[config.mk]
export PLATFORM = sky130hd
export DESIGN_NAME = multiplier_ctrl
export DESIGN_NICKNAME = d
export VERILOG_FILES = /design/src/rtl/multiplier_defs_pkg.sv /design/src/rtl/multiplier_step.sv /design/src/rtl/multiplier_ctrl.sv
export SDC_FILE = /design/constraint.sdc
export NUM_CORES = 1
export LEC_CHECK = 0
export CAP_MARGIN = 20
export CORE_MARGIN = 5
export CORE_UTILIZATION = 46
export CTS_CLUSTER_SIZE = 25
export DETAILED_ROUTE_END_ITERATION = 16
export GPL_ROUTABILITY_DRIVEN = 0
export PLACE_DENSITY = 0.79
export SYNTH_ARGS = -nofsm -noshare
export SYNTH_HDL_FRONTEND = slang
export SYNTH_SLANG_ARGS = --single-unit
[constraint.sdc]
create_clock -name clk -period 2.5 [get_ports clk]
set_input_delay 0.75 -clock clk [delete_from_list [all_inputs] [get_ports clk]]
set_output_delay 0.75 -clock clk [all_outputs]
set_load 0.03 [all_outputs]
[src/rtl/multiplier_defs_pkg.sv]
// Shared definitions for the shift-add multiplier: state encodings, default
// operand width and the last-step count. Used by multiplier_ctrl and the
// output stage. Optional build macro: MULT_SIGNED_EN (signed Booth stepping).
package multiplier_defs;
  localparam int DEF_WIDTH     = 32;
  localparam int DEF_CNT_W     = 5;
  localparam int DEF_LAST_STEP = DEF_WIDTH - 1;

  typedef enum logic [1:0] {
    IDLE = 2'b00,
    EXEC = 2'b01,
    DONE = 2'b10
  } state_t;
endpackage

[src/rtl/multiplier_step.sv]
// One partial-product step of the multiplier: conditional add (or Booth
// add/sub when MULT_SIGNED_EN is defined) followed by a one-bit right shift
// of the {U,V} pair. Purely combinational.
module multiplier_step #(
  parameter int WIDTH = 32
) (
  input  logic [WIDTH-1:0] u,
  input  logic [WIDTH-1:0] v,
  input  logic [WIDTH-1:0] x,
`ifdef MULT_SIGNED_EN
  input  logic             q,
  output logic             q_nxt,
`endif
  output logic [WIDTH-1:0] u_nxt,
  output logic [WIDTH-1:0] v_nxt
);
  logic [WIDTH:0] sum;

`ifdef MULT_SIGNED_EN
  // Booth recode on {v[0],q}; 33-bit sign-extended sum avoids overflow,
  // the arithmetic shift drops out as sum[WIDTH:1] into U.
  always_comb begin
    sum = {u[WIDTH-1], u};
    case ({v[0], q})
      2'b01:   sum = {u[WIDTH-1], u} + {x[WIDTH-1], x};
      2'b10:   sum = {u[WIDTH-1], u} - {x[WIDTH-1], x};
      default: sum = {u[WIDTH-1], u};
    endcase
  end
  assign q_nxt = v[0];
`else
  // Unsigned: add X when the outgoing multiplier bit is set; carry kept in sum[WIDTH].
  always_comb begin
    sum = {1'b0, u};
    if (v[0]) sum = {1'b0, u} + {1'b0, x};
  end
`endif

  // {sum,V} >> 1: carry lands in U's MSB, sum LSB becomes the new product bit in V.
  assign u_nxt = sum[WIDTH:1];
  assign v_nxt = {sum[0], v[WIDTH-1:1]};
endmodule

[src/rtl/multiplier_ctrl.sv]
// Sequential controller for the 32-step shift-add multiplier. Owns U, V, the
// captured multiplicand and the IDLE/EXEC/DONE state with a start/done
// handshake. Build macro MULT_SIGNED_EN selects signed Booth stepping.
module multiplier_ctrl
  import multiplier_defs::*;
#(
  parameter int WIDTH = DEF_WIDTH,
  parameter int CNT_W = DEF_CNT_W
) (
  input  logic             clk,
  input  logic             reset_n,
  input  logic             op_start,
  input  logic             op_clear,
  input  logic [WIDTH-1:0] multiplicand,
  input  logic [WIDTH-1:0] multiplier,
  output logic [1:0]       state,
  output logic [WIDTH-1:0] U,
  output logic [WIDTH-1:0] V,
  output logic             busy,
  output logic             op_done
);
  localparam logic [CNT_W-1:0] LAST = CNT_W'(WIDTH - 1);

  state_t           st;
  logic [WIDTH-1:0] xr;
  logic [CNT_W-1:0] cnt;
  logic [WIDTH-1:0] u_nxt, v_nxt;
`ifdef MULT_SIGNED_EN
  logic             q, q_nxt;
`endif

  multiplier_step #(.WIDTH(WIDTH)) u_step (
    .u     (U),
    .v     (V),
    .x     (xr),
`ifdef MULT_SIGNED_EN
    .q     (q),
    .q_nxt (q_nxt),
`endif
    .u_nxt (u_nxt),
    .v_nxt (v_nxt)
  );

  // FSM, counter and datapath registers; clear beats start in every state.
  always_ff @(posedge clk) begin
    if (!reset_n) begin
      st  <= IDLE;
      U   <= '0;
      V   <= '0;
      xr  <= '0;
      cnt <= '0;
`ifdef MULT_SIGNED_EN
      q   <= 1'b0;
`endif
    end else begin
      case (st)
        IDLE, DONE: begin
          if (op_clear) begin
            st  <= IDLE;
            U   <= '0;
            V   <= '0;
            cnt <= '0;
          end else if (op_start) begin
            st  <= EXEC;
            U   <= '0;
            V   <= multiplier;
            xr  <= multiplicand;
            cnt <= '0;
`ifdef MULT_SIGNED_EN
            q   <= 1'b0;
`endif
          end
        end
        EXEC: begin
          if (op_clear) begin
            st  <= IDLE;
            U   <= '0;
            V   <= '0;
            cnt <= '0;
          end else begin
            U   <= u_nxt;
            V   <= v_nxt;
`ifdef MULT_SIGNED_EN
            q   <= q_nxt;
`endif
            if (cnt == LAST) begin
              st  <= DONE;
              cnt <= '0;
            end else begin
              cnt <= cnt + 1'b1;
            end
          end
        end
        default: begin
          st  <= IDLE;
          U   <= '0;
          V   <= '0;
          cnt <= '0;
        end
      endcase
    end
  end

  assign state   = st;
  assign busy    = (st == EXEC);
  assign op_done = (st == DONE);
endmodule

==> results.md, run 1 <==
* Status: finished with violations
* Failing checks: setup timing
* P_sw at 0.951 mW
* CTS Hold Buffers Added at 0
* Cell Int Power at 2.80 mW
* RSZ-0062 raised after global routing: true
* Combinational power share at 15.2%
* Initial Util at 46.3%
* Max IR drop VDD at 0.389 mV
* CP peak stage delay at 0.36 ns
* Vias in the first global route at 5885
* Slew Limit Fails at 0
* Filler instances at 1101
* Height of the die at 125 microns
* Rows at 42
* Drt initial violations at 392
* Post-DP HPWL at 12.2 mm
* Drt drc at 0
* Hold WS at 0.475 ns
* Largest net degree at the start of global routing at 44
* Syn Area/Cell at 8.55 sq um
* Core area at 0.0131 sq mm
* Clock Power Share at 38.7%
* DIE WIDTH at 125 microns
* # IOs at 136
* Slowest-stage cell, CP: dfxtp_4
* Crit end category: flip-flop
* Port buffer count at 135
* Clk buf depth at 2
* Crit path arrival time at 2.78 ns
* Post-synth EDFFs at 0
* Clk slew on worst S/H paths at 0.07 ns
* Worst skew pair latency at 0.35 ns
* Final Setup Violations at 3
* Clock skew at 0.00976 ns
* Most common cell in the synthesized netlist: nand2_1
* Nets at 943
* R2R Setup Slk at -0.05 ns
* CP most frequent cell: a211oi_2
* Period utilisation layout at 102%
* Area fraction of the dominant cell type after synthesis at 34.1%
* Max_slew headroom at 71.4%
* Synth area leaders: dfxtp_1 34%, ha_1 7.0%, nand2_1 7.0%, a22o_1 6.7%, nor2b_1 4.8%
* Vias per cell at 5.78
* Antenna Nets Post-Route at 0
* Worst-path cell chain: ha_4, fa_2, a211oi_2, o211ai_1, a211oi_2, o21ai_2, a211o_1, a21oi_2, xor2_1, o21ai_1
* Kind of start point of the critical path: flip-flop
* Max Cap Violations at 0
* Dominant cell type by area after synthesis: dfxtp_1
* Total number of vias at 5897
* CTS Buf Count at 9
* Layout cells sized above 1 at 10.3%
* H-tree levels at 3
* Sw frac at 25.3%
* Post-placement setup slack at -0.0474 ns
* Yosys warns at 0
* Area growth syn-to-layout at 33.9%
* HP Class: flip-flop to flip-flop
* GRT Overall Usage at 21.5%
* Minimum clock period at 2.55 ns
* Hold Fails Final Rpt at 0
* Total detailed-routing wirelength at 17.2 mm
* Multi-input logic area at 0.00386 sq mm
* Final WS setup at -0.0453 ns
* Sequential share of power at 46.1%
* FMAX at 393 MHz
* DR WL/cell at 16.8 microns
* Unique cell type count in the Yosys netlist at 62
* Most instantiated cells after synthesis: 113 x nand2_1, 103 x dfxtp_1, 46 x a22o_1, 46 x nor2b_1, 37 x a21oi_1
* Worst-Margin Slew at 0.427 ns
* FF+latch area at 0.00207 sq mm
* Die area at 0.0156 sq mm
* Antenna diodes at 0
* Register bit total from synthesis at 103
* Kind of critical path: flip-flop to flip-flop
* Synth Flop Type: dfxtp_1
* PwrDens at 463 mW/mm^2
* Post-synth ARST share at 0%
* CTS tree: done
* Root buf cell: clkbuf_16
* First-pass detailed-route iteration total at 6
* Cells after Synth at 708
* CP max FO at 3
* Wire length of the first global-routing pass at 28.4 mm
* LEAKAGE at 3.15 nW
* Clock sink count at 103
* Gr ovfl total at 0
* Post-Syn Nets at 811
* Cell area after synthesis at 0.00605 sq mm
* Critical Path RT at 2.74 ns
* Setup_tns at -0.0814 ns
* Seq/Total Area, Yosys at 34.1%
* Antenna violations before repair at 0
[final timing paths]
check,start,depth (start not counted),end
hold / removal,xr[26],2,xr[26]
setup reg to reg,U[0],10,U[19]
setup / recovery,U[0],10,U[19]
hold reg to reg,xr[26],2,xr[26]
[repair_timing]
action / 4_1_cts / 5_1_grt
endpoints found under the setup margin: 5 / 11
resized for setup: 2 / 10
pin swaps: 5 / 5
buffers inserted: 0 / 2
[area by class of cell]
class,count,share of cell area (%)
clock buffer,11,3.12
inverter,6,0.278
clock inverter,5,0.695
sequential,103,25.5
multi-input combinational,552,47.6
tap,176,2.72
timing repair buffer,168,20.1
[kinds of logic after synthesis]
| group | synth area share, % |
|---|---|
| fa+ha+maj | 7.36 |
| compound gates | 31.7 |
| flops | 34.1 |
| mux | 1.82 |
| xor+xnor | 3.91 |
| simple gates | 17.5 |
| buf+inv | 3.66 |
[worst max-delay path, delay by kind of cell (launching register included)]
kind	cells	cell delay (ns)
fa+ha+maj	2	0.51
compound gates	7	1.39
flops	1	0.36
xor+xnor	1	0.17
[cell usage in the layout, fill, tap and decap left out, types with 3 or more instances in the layout]
cell type          n
a21oi_2            3
nand4_1            8
o21ai_1           11
o21bai_1           4
a21o_1            18
clkdlybuf4s50_1  132
nor3_1             9
buf_4             31
a222oi_1           5
a21boi_0          34
a22oi_1           34
nor4_1             3
buf_12             3
dfxtp_1          100
nand2_1          113
a211o_1            4
xor2_1            11
ha_1              31
mux2i_1           11
xnor2_1           16
a21oi_1           34
a22o_1            46
clkbuf_16          9
o211ai_1           5
inv_1              6
and3_1             3
nor2b_1           45
nor2_1            10
a211oi_2           4
and2_1            12
o21ai_0           26
nand3_1            6
nand2b_1           4
[power by group through the flow]
stage	combinational, mW	clock, mW	sequential [mW]
2_1_floorplan	0.265	0	1.81
3_3_place_gp	0.554	0	1.76
3_5_place_dp	0.566	0	1.77
4_1_cts	0.570	1.48	1.73
5_1_grt	0.615	1.55	1.73
6_report	0.571	1.45	1.73
[flip-flops by register name (all words and copies together), names as in the netlist]
| name | count |
|---|---|
| state | 2 |
| V | 32 |
| cnt | 5 |
| U | 32 |
| xr | 32 |
[per-layer routing]
| metal | track usage (%) | up-vias | share of wire [%] | wire length, microns |
|---|---|---|---|---|
| met5 | 0 | - | 0 | 0 |
| met4 | 5.54 | 0 | 1.3 | 229 |
| met3 | 5.53 | 21 | 5.9 | 1010 |
| met2 | 36.3 | 193 | 49 | 8370 |
| met1 | 27.3 | 2832 | 44 | 7560 |
| li1 | - | 2851 | - | - |
[per-stage QoR]
stage / instance area (sq um) / total power [mW] / util [%] / cells
3_5_place_dp: 7730 / 2.33 / 59.1 / 1003
4_1_cts: 8040 / 3.78 / 61.5 / 1019
2_1_floorplan: 6080 / 2.07 / - / 708
5_1_grt: 8100 / 3.90 / 61.9 / 1021
3_3_place_gp: 7730 / 2.32 / 59.1 / 1003
6_report: 8100 / 3.75 / 61.9 / 1021
No activity file was read; power rests on OpenSTA's default activity.
==> run 2, diff against run 1 <==
Settings changed: CORE_ASPECT_RATIO set to 0.6.
==> run 2 against run 1 <==
  * The run still ends with setup timing left
  * Sequential power about the same
  * Worst setup slack improved by 0.014 ns
  * Non-clock buffer count up 9
  * Largest power group unchanged
  * Count of clock-buffer cells in the layout is the same
==> results.md, run 2 (same netlist as run 1, synthesis figures left out) <==
* Layout cells sized above 1 at 12.5%
* CTS tree: done
* PwrDens at 450 mW/mm^2
* Port buffer count at 135
* Max IR drop VDD at 0.365 mV
* Root buf cell: clkbuf_16
* Core area at 0.0129 sq mm
* CP peak stage delay at 0.39 ns
* Gr ovfl total at 0
* Max_slew headroom at 51.6%
* Crit end category: flip-flop
* Drt drc at 0
* Minimum clock period at 2.53 ns
* Crit path arrival time at 2.81 ns
* FMAX at 395 MHz
* Most common cell after layout, fill and taps aside: clkdlybuf4s50_1
* Rows at 32
* First-pass detailed-route iteration total at 7
* # IOs at 136
* Kind of start point of the critical path: flip-flop
* Most frequent cells in the layout: 132 x clkdlybuf4s50_1, 113 x nand2_1, 98 x dfxtp_1
* Worst-Margin Slew at 0.726 ns
* Area growth syn-to-layout at 36.2%
* Hold Fails Final Rpt at 0
* Kind of critical path: flip-flop to flip-flop
* Antenna Nets Post-Route at 0
* Drt initial violations at 519
* CTS Buf Count at 9
* HP Class: flip-flop to flip-flop
* H-tree levels at 3
* PnR Total Power at 3.71 mW
* Vias per cell at 5.95
* LEAKAGE at 3.21 nW
* Wire length of the first global-routing pass at 29.7 mm
* Initial Util at 47.1%
* Antenna diodes at 0
* GRT Overall Usage at 23.2%
* CTS Hold Buffers Added at 0
* CP most frequent cell: a21oi_1
* Clock sink count at 103
* Max Cap Violations at 0
* Post-DP HPWL at 13.4 mm
* CP max FO at 5
* Vias in the first global route at 5749
* Status: finished with violations
* Clk slew on worst S/H paths at 0.07 ns
* Clk buf depth at 2
* Total number of vias at 6088
* Final Setup Violations at 2
* Antenna violations before repair at 0
* Worst skew pair latency at 0.35 ns
* Critical Path RT at 2.78 ns
* Clock skew at 0.00760 ns
* Period utilisation layout at 101%
* RSZ-0062 raised after global routing: true
* Worst-path cell chain: ha_1, a211oi_2, o211ai_1, a21oi_1, o31ai_2, o21a_2, buf_4, xnor2_1, mux2i_1, a21oi_1
* Top Registers: U: 32 flops, V: 32 flops, xr: 32 flops
* Final WS setup at -0.0316 ns
* Die area at 0.0156 sq mm
* Total detailed-routing wirelength at 19.0 mm
* Slowest-stage cell, CP: ha_1
* Nets at 952
* Failing checks: setup timing
* Height of the die at 98.9 microns
* Largest net degree at the start of global routing at 37
* Slew Limit Fails at 0
* DR WL/cell at 18.6 microns
* DIE WIDTH at 158 microns
* Core Util, Final at 64.1%
-- run 2: cell types whose count changed in the layout (fill, tap and decap cells not counted), moves of 3 or more --
cell	delta
ha_4	+3
a21oi_1	-5
buf_4	+8
a21oi_2	+5
-- run 2: report_power, final --
part	switching (mW)	internal [mW]	leakage [nW]
sequential	0.0431	1.69	0.840
clock	0.633	0.758	0.139
combinational	0.297	0.289	2.23
total	0.973	2.74	3.21
-- run 2: worst paths after layout --
path              slack, ns  startpoint  cells past startpoint      to
setup / recovery      -0.03        U[2]                     10   U[25]
setup reg to reg      -0.03        U[2]                     10   U[25]
hold reg to reg        0.47      xr[21]                      2  xr[21]
hold / removal         0.47      xr[21]                      2  xr[21]
-- run 2: final cells by class --
cell class                      instances  area (sq um)
Inverter                                6          22.5
Fill cell                            1059          4610
Sequential cell                       103          2070
Clock buffer                           11           264
Tap cell                              170           213
Multi-Input combinational cell        552          3930
Timing Repair Buffer                  177          1710
Clock inverter                          4          28.8
-- run 2: stage by stage --
step | area [sq um] | setup slack, ns | instances | setup TNS, ns | hold slack, ns
after global placement | 7780 | 0.0196 | 1003 | 0 | 0.461
after CTS | 8090 | 0.00133 | 1018 | 0 | 0.470
after detailed placement | 7780 | -0.0314 | 1003 | -0.361 | 0.461
final | 8240 | -0.0316 | 1023 | -0.0620 | 0.470
after floorplan | 6080 | 0.00884 | 708 | 0 | 0.447
after global routing | 8240 | -0.150 | 1023 | -0.582 | 0.501
-- run 2: repair_timing --
item / 4_1_cts / 5_1_grt
pin swaps: 3 / 8
setup endpoints to repair: 8 / 15
buffers inserted: 0 / 5
gates resized for setup: 3 / 26
-- run 2: critical path, delay by kind of cell, from the launching register on --
family	cells	cell delay [ns]
AO/OA/AOI/OAI	6	1.39
XOR/XNOR	1	0.11
adder cells (fa/ha/maj)	1	0.39
buffers and inverters	1	0.13
flip-flops	1	0.34
multiplexers	1	0.10
-- run 2: metal layers --
layer  share of wire [%]  GRT usage [%]  vias up
met5                   0              0        -
met1                  46           34.1     2902
met4                 1.5           6.23        0
met2                  43           34.7      295
li1                    -              -     2857
met3                 8.7           4.48       34
